`src/rtl/mem_stage_bus.sv`:
```
// mem_stage_bus: pipeline memory-access stage between exe_mem and mem_wb.
// Talks to the system bus with req/ack/err, stalls upstream while an access
// is in flight, reports misalignment, bus faults and timeouts as exceptions.
//
//   state | meaning
//   IDLE  | accepting instructions; ALU ops and misaligned ops retire here
//   BUSY  | bus access in flight, upstream stalled, waiting for ack/timeout
module mem_stage_bus #(
  parameter int ADDR_WIDTH     = 32,
  parameter int DATA_WIDTH     = 32,
  parameter int RADDR_WIDTH    = 5,
  parameter int TIMEOUT_CYCLES = 255
) (
  input  logic                    clk_i,
  input  logic                    rst_i,
  input  logic                    valid_i,
  input  logic [3:0]              mem_op_i,
  input  logic [ADDR_WIDTH-1:0]   mem_addr_i,
  input  logic [DATA_WIDTH-1:0]   mem_data_i,
  input  logic [RADDR_WIDTH-1:0]  reg_waddr_i,
  input  logic                    reg_we_i,
  input  logic [DATA_WIDTH-1:0]   reg_wdata_i,
  input  logic                    flush_i,
  output logic                    stall_o,
  output logic                    bus_req_o,
  output logic                    bus_we_o,
  output logic [ADDR_WIDTH-1:0]   bus_addr_o,
  output logic [DATA_WIDTH/8-1:0] bus_be_o,
  output logic [DATA_WIDTH-1:0]   bus_wdata_o,
  input  logic                    bus_ack_i,
  input  logic [DATA_WIDTH-1:0]   bus_rdata_i,
  input  logic                    bus_err_i,
  output logic                    valid_o,
  output logic [RADDR_WIDTH-1:0]  reg_waddr_o,
  output logic                    reg_we_o,
  output logic [DATA_WIDTH-1:0]   reg_wdata_o,
  output logic                    exc_o,
  output logic [2:0]              exc_cause_o
);

  localparam int NB   = DATA_WIDTH / 8;
  localparam int OFFW = $clog2(NB);
  localparam int TW   = (TIMEOUT_CYCLES > 1) ? $clog2(TIMEOUT_CYCLES) : 1;
  localparam logic [TW-1:0] TO_LOAD = TW'((TIMEOUT_CYCLES > 0) ? TIMEOUT_CYCLES - 1 : 0);

  typedef enum logic {IDLE, BUSY} state_t;
  state_t state;

  // Latched access; sz encodes 0 byte, 1 half, 2 word, 3 double.
  logic                   st_q, sgn_q, we_q, flush_q;
  logic [1:0]             sz_q;
  logic [ADDR_WIDTH-1:0]  addr_q;
  logic [DATA_WIDTH-1:0]  data_q, alu_q;
  logic [RADDR_WIDTH-1:0] waddr_q;
  logic [TW-1:0]          tmr;

  logic       dec_mem, dec_st, dec_sgn, dec_mis;
  logic [1:0] dec_sz;

  // Decode the incoming op; 64-bit ops collapse to NONE on a 32-bit bus.
  always_comb begin
    dec_mem = 1'b0;
    dec_st  = 1'b0;
    dec_sgn = 1'b0;
    dec_sz  = 2'd0;
    case (mem_op_i)
      4'd1:  begin dec_mem = 1'b1; dec_sgn = 1'b1; end
      4'd2:  begin dec_mem = 1'b1; dec_sgn = 1'b1; dec_sz = 2'd1; end
      4'd3:  begin dec_mem = 1'b1; dec_sgn = 1'b1; dec_sz = 2'd2; end
      4'd4:  dec_mem = 1'b1;
      4'd5:  begin dec_mem = 1'b1; dec_sz = 2'd1; end
      4'd6:  begin dec_mem = 1'b1; dec_st = 1'b1; end
      4'd7:  begin dec_mem = 1'b1; dec_st = 1'b1; dec_sz = 2'd1; end
      4'd8:  begin dec_mem = 1'b1; dec_st = 1'b1; dec_sz = 2'd2; end
      4'd9:  if (DATA_WIDTH == 64) begin dec_mem = 1'b1; dec_sz = 2'd2; end
      4'd10: if (DATA_WIDTH == 64) begin dec_mem = 1'b1; dec_sgn = 1'b1; dec_sz = 2'd3; end
      4'd11: if (DATA_WIDTH == 64) begin dec_mem = 1'b1; dec_st = 1'b1; dec_sz = 2'd3; end
      default: ;
    endcase
    case (dec_sz)
      2'd1:    dec_mis = mem_addr_i[0];
      2'd2:    dec_mis = |mem_addr_i[1:0];
      2'd3:    dec_mis = |mem_addr_i[2:0];
      default: dec_mis = 1'b0;
    endcase
  end

  logic [NB-1:0]         be_base;
  logic [DATA_WIDTH-1:0] sz_mask, lane, ld_val;
  logic                  sbit;

  // Lane positioning for stores and lane extraction/extension for loads.
  always_comb begin
    case (sz_q)
      2'd0:    begin be_base = NB'(1);  sz_mask = DATA_WIDTH'(8'hFF); end
      2'd1:    begin be_base = NB'(3);  sz_mask = DATA_WIDTH'(16'hFFFF); end
      2'd2:    begin be_base = NB'(15); sz_mask = DATA_WIDTH'(32'hFFFF_FFFF); end
      default: begin be_base = '1;      sz_mask = '1; end
    endcase
    lane = bus_rdata_i >> {addr_q[OFFW-1:0], 3'b000};
    case (sz_q)
      2'd0:    sbit = lane[7];
      2'd1:    sbit = lane[15];
      2'd2:    sbit = lane[31];
      default: sbit = lane[DATA_WIDTH-1];
    endcase
    ld_val = (lane & sz_mask) | ((sgn_q && sbit) ? ~sz_mask : '0);
  end

  logic busy;
  assign busy        = (state == BUSY);
  assign stall_o     = busy;
  assign bus_req_o   = busy;
  assign bus_we_o    = busy & st_q;
  assign bus_addr_o  = busy ? {addr_q[ADDR_WIDTH-1:OFFW], OFFW'(0)} : '0;
  assign bus_be_o    = busy ? (be_base << addr_q[OFFW-1:0]) : '0;
  assign bus_wdata_o = (busy && st_q) ? ((data_q & sz_mask) << {addr_q[OFFW-1:0], 3'b000}) : '0;

  // Control FSM with registered single-cycle result pulses.
  always_ff @(posedge clk_i or posedge rst_i) begin
    if (rst_i) begin
      state       <= IDLE;
      st_q        <= 1'b0;
      sgn_q       <= 1'b0;
      we_q        <= 1'b0;
      flush_q     <= 1'b0;
      sz_q        <= 2'd0;
      addr_q      <= '0;
      data_q      <= '0;
      alu_q       <= '0;
      waddr_q     <= '0;
      tmr         <= '0;
      valid_o     <= 1'b0;
      reg_waddr_o <= '0;
      reg_we_o    <= 1'b0;
      reg_wdata_o <= '0;
      exc_o       <= 1'b0;
      exc_cause_o <= 3'd0;
    end else begin
      valid_o     <= 1'b0;
      reg_we_o    <= 1'b0;
      exc_o       <= 1'b0;
      exc_cause_o <= 3'd0;
      case (state)
        IDLE: begin
          if (valid_i && !flush_i) begin
            if (!dec_mem) begin
              valid_o     <= 1'b1;
              reg_we_o    <= reg_we_i;
              reg_waddr_o <= reg_waddr_i;
              reg_wdata_o <= reg_wdata_i;
            end else if (dec_mis) begin
              valid_o     <= 1'b1;
              exc_o       <= 1'b1;
              exc_cause_o <= dec_st ? 3'd2 : 3'd1;
              reg_waddr_o <= reg_waddr_i;
            end else begin
              state   <= BUSY;
              st_q    <= dec_st;
              sgn_q   <= dec_sgn;
              sz_q    <= dec_sz;
              addr_q  <= mem_addr_i;
              data_q  <= mem_data_i;
              alu_q   <= reg_wdata_i;
              waddr_q <= reg_waddr_i;
              we_q    <= reg_we_i;
              flush_q <= 1'b0;
              tmr     <= TO_LOAD;
            end
          end
        end
        BUSY: begin
          if (flush_i) flush_q <= 1'b1;
          if (bus_ack_i) begin
            state <= IDLE;
            if (!(flush_q || flush_i)) begin
              valid_o     <= 1'b1;
              reg_waddr_o <= waddr_q;
              if (bus_err_i) begin
                exc_o       <= 1'b1;
                exc_cause_o <= st_q ? 3'd4 : 3'd3;
              end else begin
                reg_we_o    <= we_q;
                reg_wdata_o <= st_q ? alu_q : ld_val;
              end
            end
          end else if (TIMEOUT_CYCLES != 0 && tmr == '0) begin
            state <= IDLE;
            if (!(flush_q || flush_i)) begin
              valid_o     <= 1'b1;
              reg_waddr_o <= waddr_q;
              exc_o       <= 1'b1;
              exc_cause_o <= 3'd5;
            end
          end else begin
            tmr <= tmr - 1'b1;
          end
        end
        default: state <= IDLE;
      endcase
    end
  end

endmodule

```
`config.mk`:
```
export PLATFORM = sky130hd
export DESIGN_NAME = mem_stage_bus
export DESIGN_NICKNAME = d
export VERILOG_FILES = /design/src/rtl/mem_stage_bus.sv
export SDC_FILE = /design/constraint.sdc
export NUM_CORES = 1
export LEC_CHECK = 0
export BUFFER_PORTS_ARGS = -buffer_cell sky130_fd_sc_hd__buf_2
export CAP_MARGIN = 25
export CORE_ASPECT_RATIO = 0.7
export CORE_UTILIZATION = 56
export DETAILED_ROUTE_END_ITERATION = 10
export PLACE_DENSITY_LB_ADDON = 0.25
export SYNTH_ARGS = -nofsm -noshare
export SYNTH_HDL_FRONTEND = slang
export SYNTH_SLANG_ARGS = --single-unit
```
`constraint.sdc`:
```
create_clock -name clk_i -period 9.9 [get_ports clk_i]
set_input_delay 0.99 -clock clk_i [delete_from_list [all_inputs] [get_ports clk_i]]
set_output_delay 0.99 -clock clk_i [all_outputs]
set_load 0.02 [all_outputs]
```
# Word-level counts from Yosys, hierarchy flattened
# Index checks and enable logic that the tools add are counted.
[word_totals]
regBits = 159
in_bits = 144
out_inout_bits = 114
elab_cells = 144
[classes]
mux = 73
n_bitwise = 7
n_reduce_logical = 19
addsub = 1
shifts = 3
n_eq_ne = 24
[op_table]
columns = ["op", "count"]
rows = [
  ["$mux W32", 9],
  ["$pmux W32 S2", 2],
  ["$and A32 B32 Y32", 2],
  ["$mux W8", 5],
  ["$not A32 Y32", 1],
  ["$or A32 B32 Y32", 1],
  ["$shl A32 B5 Y32", 1],
  ["$shr A32 B5 Y32", 1],
  ["$mux W5", 6],
  ["$mux W1", 28],
  ["$ne A2 B2 Y1 const B", 10],
  ["$mux W3", 6],
  ["$eq A4 B3 Y1 const B", 4],
  ["$pmux W8 S2", 1],
  ["$pmux W1 S2", 6],
  ["$reduce_or A3 Y1", 4],
  ["$pmux W5 S2", 1],
  ["$reduce_and A5 Y1", 2],
  ["$eq A4 B2 Y1 const B", 2],
  ["$logic_not A8 Y1", 1],
  ["$mux W2", 4],
  ["$pmux W4 S2", 1],
  ["$reduce_and A4 Y1", 2],
  ["$reduce_or A8 Y1", 1],
  ["20 further kinds", 26],
]

# Longest topological paths before layout
# Gate-level depths: netlist (run 1).
[logic_depth]
ltp_word = 10
depth_mapped = 8
ltp_nobuf = 7

# Worst setup path after synthesis (run 1)
# Ideal clock, no wire load.
[synth_path]
path_kind = "reg-to-output"
from = "reg addr_q[0]"
to = "out bus_wdata_o[24]"
setup_slack_ns = 7.129
required_ns = 8.910
path_buffers = 3
stages_incl_launch_ff = 6
t_arrival_ns = 1.781
path_cell_list = "dfrtp_1 -> buf_2 -> buf_2 -> buf_1 -> a22oi_1 -> a211oi_1"
[synth_via]
elab_chain_len = 2
[synth_rtl]
columns = ["element", "line_no", "source"]
rows = [
  ["from (decl)", "52", "logic [ADDR_WIDTH-1:0] addr_q;"],
  ["from (signal assigned)", "162", "addr_q <= mem_addr_i;"],
  ["$shl A32 B5 Y32", "117", "assign bus_wdata_o = (busy && st_q) ? ((data_q & sz_mask) << {addr_q[OFFW-1:0], 3'b000}) : '0;"],
  ["$mux W32", "117", ""],
  ["to (decl)", "29", "output logic [DATA_WIDTH-1:0] bus_wdata_o,"],
]
# No other way between the ends.

# Worst setup path after layout (run 1)
[layout_path]
from = "reg st_q"
to = "out bus_wdata_o[0]"
[layout_via]
elab_chain_len = 2
[layout_rtl]
columns = ["element", "line_no", "source"]
rows = [
  ["from (decl)", "50", "logic st_q, sgn_q, we_q, flush_q;"],
  ["from (signal assigned)", "159", "st_q <= dec_st;"],
  ["$logic_and A1 B1 Y1", "117", ""],
  ["$mux W32", "117", ""],
]
# No other way between the ends.

==> summary.txt, run 1 <==
Power and ir drop
  • Total power: 2410 uW
  • Lkg Pwr: 0.00495 uW
  • VDD IR max: 0.129 mV
  • Cell Pwr Density: 229 nW/um^2

Routing
  • Drt pass-1 iters: 5
  • DRC errors left: 0
  • Final WL: 23.3 mm
  • Vias: 7153
  • Post-route ant nets: 0
  • WL/cell: 19.2 microns
  • Vias per cell: 5.91
  • DRT iter0 DRCs: 592

Synth
  • Post-synthesis async set-or-reset flop share: 100%
  • Seq cells post-synth: 159
  • Area contributors post-synth: dfrtp_1 (46%), mux2_4 (11%), mux2_2 (6.0%), and2_1 (2.8%), a21oi_1 (2.5%)
  • Post-synth cell types: 60
  • Top cell type by total area after synthesis: dfrtp_1
  • EDFF count, synth: 0
  • Synth top area share: 46.0%
  • Seq/Total Area, Yosys: 46.0%
  • Syn Std Cell Area: 8650 sq um
  • Top FF cell, synth: dfrtp_1
  • Post-Synthesis Mean Instance Area: 11.1 sq um
  • Warnings from Yosys: 0
  • Cells after Synth: 776

Setup path
  • Crit Path Class: reg -> out
  • Crit-path cells: clkinv_1 -> or2_2 -> nor2_1 -> and2_1 -> buf_2
  • Crit path from: st_q
  • Worst Path Required: 8.91 ns
  • Cell family with most CP delay: simple AND/OR/NAND/NOR gates
  • Worst path bufs/invs: 2
  • Worst Setup End Kind: primary output
  • Critical path's largest stage delay: 0.92 ns
  • Reg2reg start: st_q
  • CP max stage cell: clkinv_1
  • Startpoint Class: register
  • Worst Path Max Fanout: 27
  • Worst EP arrival: 3.59 ns

Floorplanning
  • Initial core utilization: 58.0%
  • Die Width: 151 microns
  • Die height: 106 microns
  • I/O pin count: 258
  • Site row count: 37
  • Die footprint: 16000 sq um
  • Core area: 14900 sq um

Timing
  • Fin crit share: 46.2%
  • Slew Limit Headroom: 38.6%
  • RSZ-0062 raised after global routing: no
  • WHS: 0.481 ns
  • Fmax: 219 MHz
  • Final Hold Viols: 0
  • Skew final: 0.0154 ns
  • Slew Limit Fails: 0
  • Fin crit period: 4.58 ns
  • # setup viols final: 0
  • Worst-margin pin slew: 0.921 ns
  • Total negative slack: 0 ns

Global route
  • Grt ovf: 0
  • Initial antenna violation count: 2
  • Largest net degree at the start of global routing: 104
  • Overall routing resource usage: 29.7%
  • Number of global-route vias before repair: 6923
  • First-pass GRT wire length: 36.5 mm

Clock tree
  • CTS tree: yes
  • Clock buffer count from CTS: 17
  • CTS Hold Bufs: 0
  • Sink Count: 159
  • Root Buffer: clkbuf_16
  • Clock-pin slew on the worst setup and hold paths: 0.06 ns
  • Post CTS Setup Buffer Count: 0
  • Worst-skew pair later-pin latency: 0.43 ns
  • Clock Tree Buf Depth: 2
  • Post-CTS resize count: 0
  • H-tree levels: 4

Finish
  • Nets: 1146
  • Fill cells: 1130
  • Share of cells above drive strength 1: 42.5%
  • Commonest cells after routing, fill and taps aside: buf_2 (255), dfrtp_1 (157), mux2_4 (63)
  • Final core utilization: 70.7%
  • Area growth syn-to-layout: 21.9%
  • Commonest non-fill, non-tap cell in the layout: buf_2

Placed design
  • PortBufs: 255
  • RD Place Congestion: 0.985
  • Detailed placement HPWL: 15.9 mm

Min path
  • Hold Path Class: reg -> reg
  • Critical hold path startpoint: addr_q[21]

Run status
  • Status: complete, no violations

Flow run
  • MaxCap Viol Count: 0
## synthesized netlist by cell type (2+ instances only)
library cell and n:
a211oi_1 16, a21oi_1 44, a221oi_1 6, a22o_1 2, a22oi_1 10, a31oi_1 12
a31oi_2 2, a32oi_1 8, and2_1 39, and3_1 9, buf_1 4, buf_2 18
buf_4 7, buf_6 10, clkbuf_1 20, clkinv_1 2, dfrtp_1 159, inv_1 10
mux2_1 7, mux2_2 46, mux2_4 63, mux2i_1 20, mux4_2 8, nand2_1 52
nand2b_1 12, nand3_1 27, nor2_1 44, nor2b_1 15, nor3_1 5, nor3b_1 3
nor4_1 2, nor4_2 2, nor4b_1 2, o211ai_1 9, o21a_1 2, o21ai_0 33
o21ai_1 8, o21ai_2 3, o221ai_1 9, or3_1 2, xnor2_1 5
## path summary, 6_finish.rpt
check                                   to  slack (ns)  cells past startpoint
max in group asynchronous       data_q[13]        7.87                      3
hold reg to reg                 addr_q[21]        0.48                      1
hold / removal                  addr_q[21]        0.48                      1
setup / recovery            bus_wdata_o[0]        5.32                      5
min in group asynchronous        addr_q[9]        0.77                      2
setup reg to reg           reg_wdata_o[14]        6.97                      4
## through the flow
step | worst slack (ns) | instances | cell area [sq um]
CTS | 5.42 | 1207 | 10500
global placement | 5.95 | 1175 | 9900
global route | 5.12 | 1209 | 10500
finish | 5.32 | 1210 | 10500
detailed placement | 5.86 | 1175 | 9900
floorplan | 4.62 | 777 | 8650
## worst register-to-register path, cell delays in order (launching register included)
cell and delay, ns:
dfrtp_1 0.82, clkinv_1 0.93, a31oi_2 0.70, a32oi_1 0.22, a21oi_1 0.19
## layout make-up
| type | count | area [sq um] | area share [%] |
|---|---|---|---|
| Timing Repair Buffer | 264 | 1370 | 13.0 |
| Tap cell | 195 | 244 | 2.32 |
| Multi-Input combinational cell | 546 | 4290 | 40.7 |
| Inverter | 13 | 53.8 | 0.511 |
| Sequential cell | 159 | 3980 | 37.8 |
| Clock buffer | 17 | 425 | 4.04 |
| Antenna cell | 1 | 2.50 | 0.0237 |
| Clock inverter | 15 | 175 | 1.66 |
## routing by layer
| metal | track usage, % | wire, microns | vias to the layer above |
|---|---|---|---|
| met5 | 0 | 0 | - |
| met3 | 6.78 | 1880 | 26 |
| met1 | 42.0 | 10200 | 3520 |
| li1 | - | - | 3266 |
| met4 | 8.15 | 310 | 0 |
| met2 | 46.0 | 10800 | 341 |
## power breakdown
group	total (uW)	internal, uW	leakage [uW]	switching [uW]
combinational	768	365	0.00276	403
clock	665	361	0.000282	304
sequential	978	839	0.00190	139
total	2410	1570	0.00495	845
## flip-flops by register name, indices dropped and copies added (netlist names)
| register | count |
|---|---|
| addr_q | 32 |
| alu_q | 32 |
| bus_req_o | 1 |
| data_q | 32 |
| exc_cause_o | 3 |
| exc_o | 1 |
| flush_q | 1 |
| reg_waddr_o | 5 |
| reg_wdata_o | 32 |
| reg_we_o | 1 |
| sgn_q | 1 |
| st_q | 1 |
| sz_q | 2 |
| tmr | 8 |
| valid_o | 1 |
| waddr_q | 5 |
| we_q | 1 |
## cells by family after synthesis
group	Yosys count	share of synthesized area, %
AO/OA/AOI/OAI	171	12.8
XOR/XNOR	5	0.506
adder cells (fa/ha/maj)	1	0.145
buffers and inverters	72	4.56
flip-flops	159	46.0
multiplexers	144	22.2
other	1	0.0434
AND/OR/NAND/NOR	223	13.7
No activity file was read; power rests on OpenSTA's default activity.
==> run 2: changes to the inputs <==
ABC_AREA = 1   (was default)
CORE_UTILIZATION = 52   (was 56)
clock period = 4.6 ns   (was 9.9 ns; I/O delays follow)
==> summary.txt, run 2 <==
Run status
  • Status: complete, no violations

Power and ir drop
  • Internal power: 3160 uW (+100%)
  • Total power: 5170 uW (+110%)
  • Logic gate share of total power: 33.0% (+1.1 points)
  • VDD IR max: 0.343 mV (+170%)
  • Switching share of power: 38.9% (+3.9 points)
  • Sequential power share: 39.7% (-0.8 points)
  • Clock Power Share: 27.3% (-0.3 points)
  • Cell Pwr Density: 498 nW/um^2 (+120%)
  • Lkg Pwr: 0.00581 uW (+17%)
  • Psw: 2010 uW (+140%)

Clock tree
  • Clock-pin slew on the worst setup and hold paths: 0.07 ns (about the same)
  • Clock Tree Buf Depth: 2 (unchanged)
  • CTS Hold Bufs: 0 (unchanged)
  • Post CTS Setup Buffer Count: 0 (unchanged)
  • Clock buffer count from CTS: 17 (unchanged)
  • Post-CTS resize count: 0 (unchanged)
  • Worst-skew pair later-pin latency: 0.43 ns (about the same)
  • Sink Count: 159 (unchanged)
  • Root Buffer: clkbuf_16
  • H-tree levels: 4 (unchanged)
  • CTS tree: yes

Routing
  • Post-route ant nets: 0 (unchanged)
  • DRT iter0 DRCs: 721 (+22%)
  • DRC errors left: 0 (unchanged)
  • Vias per cell: 5.22 (-12%)
  • Drt pass-1 iters: 5 (unchanged)
  • Final WL: 25.0 mm (+7.6%)
  • Vias: 8591 (+20%)
  • WL/cell: 15.2 microns (-21%)

Synth
  • Post-synthesis async set-or-reset flop share: 100% (unchanged)
  • Seq cells post-synth: 159 (unchanged)
  • Synth top cells by count: nand2_1 (429), dfrtp_1 (159), inv_1 (129)
  • Warnings from Yosys: 0 (unchanged)
  • Top cell type by total area after synthesis: dfrtp_1
  • Area contributors post-synth: dfrtp_1 (46%), nand2_1 (19%), inv_1 (5.6%), a21oi_1 (5.1%), o21ai_0 (4.2%)
  • Post-synth cell types: 32 (-47%)
  • Synth top area share: 46.4% (+0.40 points)
  • Cells after Synth: 1200 (+55%)
  • EDFF count, synth: 0 (unchanged)
  • Post-Synthesis Mean Instance Area: 7.15 sq um (-36%)
  • Most frequent cell after synthesis: nand2_1
  • Top FF cell, synth: dfrtp_1
  • Seq/Total Area, Yosys: 46.4% (+0.40 points)
  • Syn Std Cell Area: 8570 sq um (-0.85%)

Floorplanning
  • I/O pin count: 258 (unchanged)
  • Initial core utilization: 54.3% (-3.7 points)
  • Core area: 15800 sq um (+5.9%)
  • Die height: 109 microns (+3.3%)
  • Die footprint: 17000 sq um (+6.7%)
  • Site row count: 38 (+2.7%)
  • Die Width: 155 microns (+3.3%)

Timing
  • Final Hold Viols: 0 (unchanged)
  • Slew Limit Fails: 0 (unchanged)
  • Fin crit share: 68.9%
  • Total negative slack: 0 ns (unchanged)
  • Fin crit period: 3.17 ns
  • Skew final: 0.0121 ns (-0.00328 ns)
  • RSZ-0062 raised after global routing: no
  • Fmax: 315 MHz
  • Worst-margin pin slew: 0.980 ns (+0.0589 ns)
  • Slew Limit Headroom: 34.6% (-4.0 points)
  • # setup viols final: 0 (unchanged)

Finish
  • Area growth syn-to-layout: 21.1%
  • Commonest cells after routing, fill and taps aside: nand2_1 (429), buf_2 (255), dfrtp_1 (158)
  • Commonest non-fill, non-tap cell in the layout: nand2_1
  • Share of cells above drive strength 1: 21.9% (-21 points)
  • Final core utilization: 65.8% (-4.9 points)
  • Nets: 1554 (+36%)

Setup path
  • Crit Path Class: reg -> out
  • Worst Path Max Fanout: 35 (+30%)
  • Worst Setup End Kind: primary output
  • Startpoint Class: register
  • Worst EP arrival: 2.71 ns (-0.88 ns)
  • Worst Path Required: 4.14 ns (-4.77 ns)

Global route
  • Initial antenna violation count: 3 (+1)
  • First-pass GRT wire length: 38.8 mm (+6.4%)
  • Grt ovf: 0 (unchanged)
  • Number of global-route vias before repair: 7483 (+8.1%)
  • Overall routing resource usage: 29.9% (+0.14 points)
  • Largest net degree at the start of global routing: 160 (+54%)

Placed design
  • Detailed placement HPWL: 17.3 mm (+8.8%)
  • PortBufs: 255 (unchanged)
  • RD Place Congestion: 0.993 (+0.84%)

Min path
  • Hold Path Class: in -> async

Flow run
  • MaxCap Viol Count: 0 (unchanged)
-- run 2: changes by cell type after synthesis, moves of 43 or more --
cell,change
a21oi_1,+43
nand2_1,+377
mux2_4,-63
inv_1,+119
nor2_1,+49
mux2_2,-46
-- run 2: power groups by stage --
stage	registers, uW	clock network, uW	logic (uW)
detailed placement	2060	0	1680
floorplan	2140	0	1090
finish	2050	1410	1710
global route	2090	1490	1910
CTS	2040	1430	1700
global placement	2050	0	1650
-- run 2: cells by family after synthesis --
kind of cell	synth area share (%)
AND/OR/NAND/NOR	27.0
AO/OA/AOI/OAI	15.0
buffers and inverters	10.9
flip-flops	46.4
XOR/XNOR	0.511
adder cells (fa/ha/maj)	0.146
other	0.0437
-- run 2: path summary, 6_finish.rpt --
path | start | to | slack, ns | cells past startpoint
max | addr_q[1] | bus_wdata_o[21] | 1.43 | 9
min reg2reg | addr_q[14] | addr_q[14] | 0.47 | 2
max in group asynchronous | rst_i | data_q[16] | 3.67 | 3
min in group clk_i | mem_addr_i[4] | addr_q[4] | 0.23 | 3
min | rst_i | reg_waddr_o[0] | 0.22 | 3
max reg2reg | bus_req_o | reg_wdata_o[30] | 2.06 | 8
-- run 2: metal layers --
metal  global-route usage [%]  share of wire (%)  up-vias
li1                         -                  -     4197
met1                     45.4                 47     3957
met2                     41.8                 42      400
met3                     6.94                9.8       37
met4                     9.24                1.6        0
met5                        0                  0        -
-- run 2: critical path, stage by stage (launching register included) --
cell	delay (ns)
dfrtp_1	0.36
buf_4	0.24
inv_2	0.44
nand2_1	0.20
nor2_1	0.14
clkinv_1	0.37
o21ai_0	0.19
o21ai_0	0.11
inv_1	0.07
buf_2	0.15
-- run 2: per-stage QoR --
stage	worst slack [ns]	hold slack (ns)	instances	instance area (sq um)
5_1_grt	1.28	0.226	1644	10400
6_report	1.43	0.225	1645	10400
3_5_place_dp	1.91	0.458	1610	9780
2_1_floorplan	2.13	0.442	1201	8580
3_3_place_gp	2.03	0.453	1610	9780
4_1_cts	1.45	0.218	1642	10400
-- run 2: cell type report --
| class | count | area (sq um) |
|---|---|---|
| clock inverters | 12 | 126 |
| fillers | 1470 | 5400 |
| inverters | 134 | 507 |
| multi-input cells | 833 | 3660 |
| repair buffers | 264 | 1360 |
| clock buffers | 20 | 467 |
| well taps | 220 | 275 |
| diodes | 3 | 7.51 |
| flip-flops and latches | 159 | 3980 |
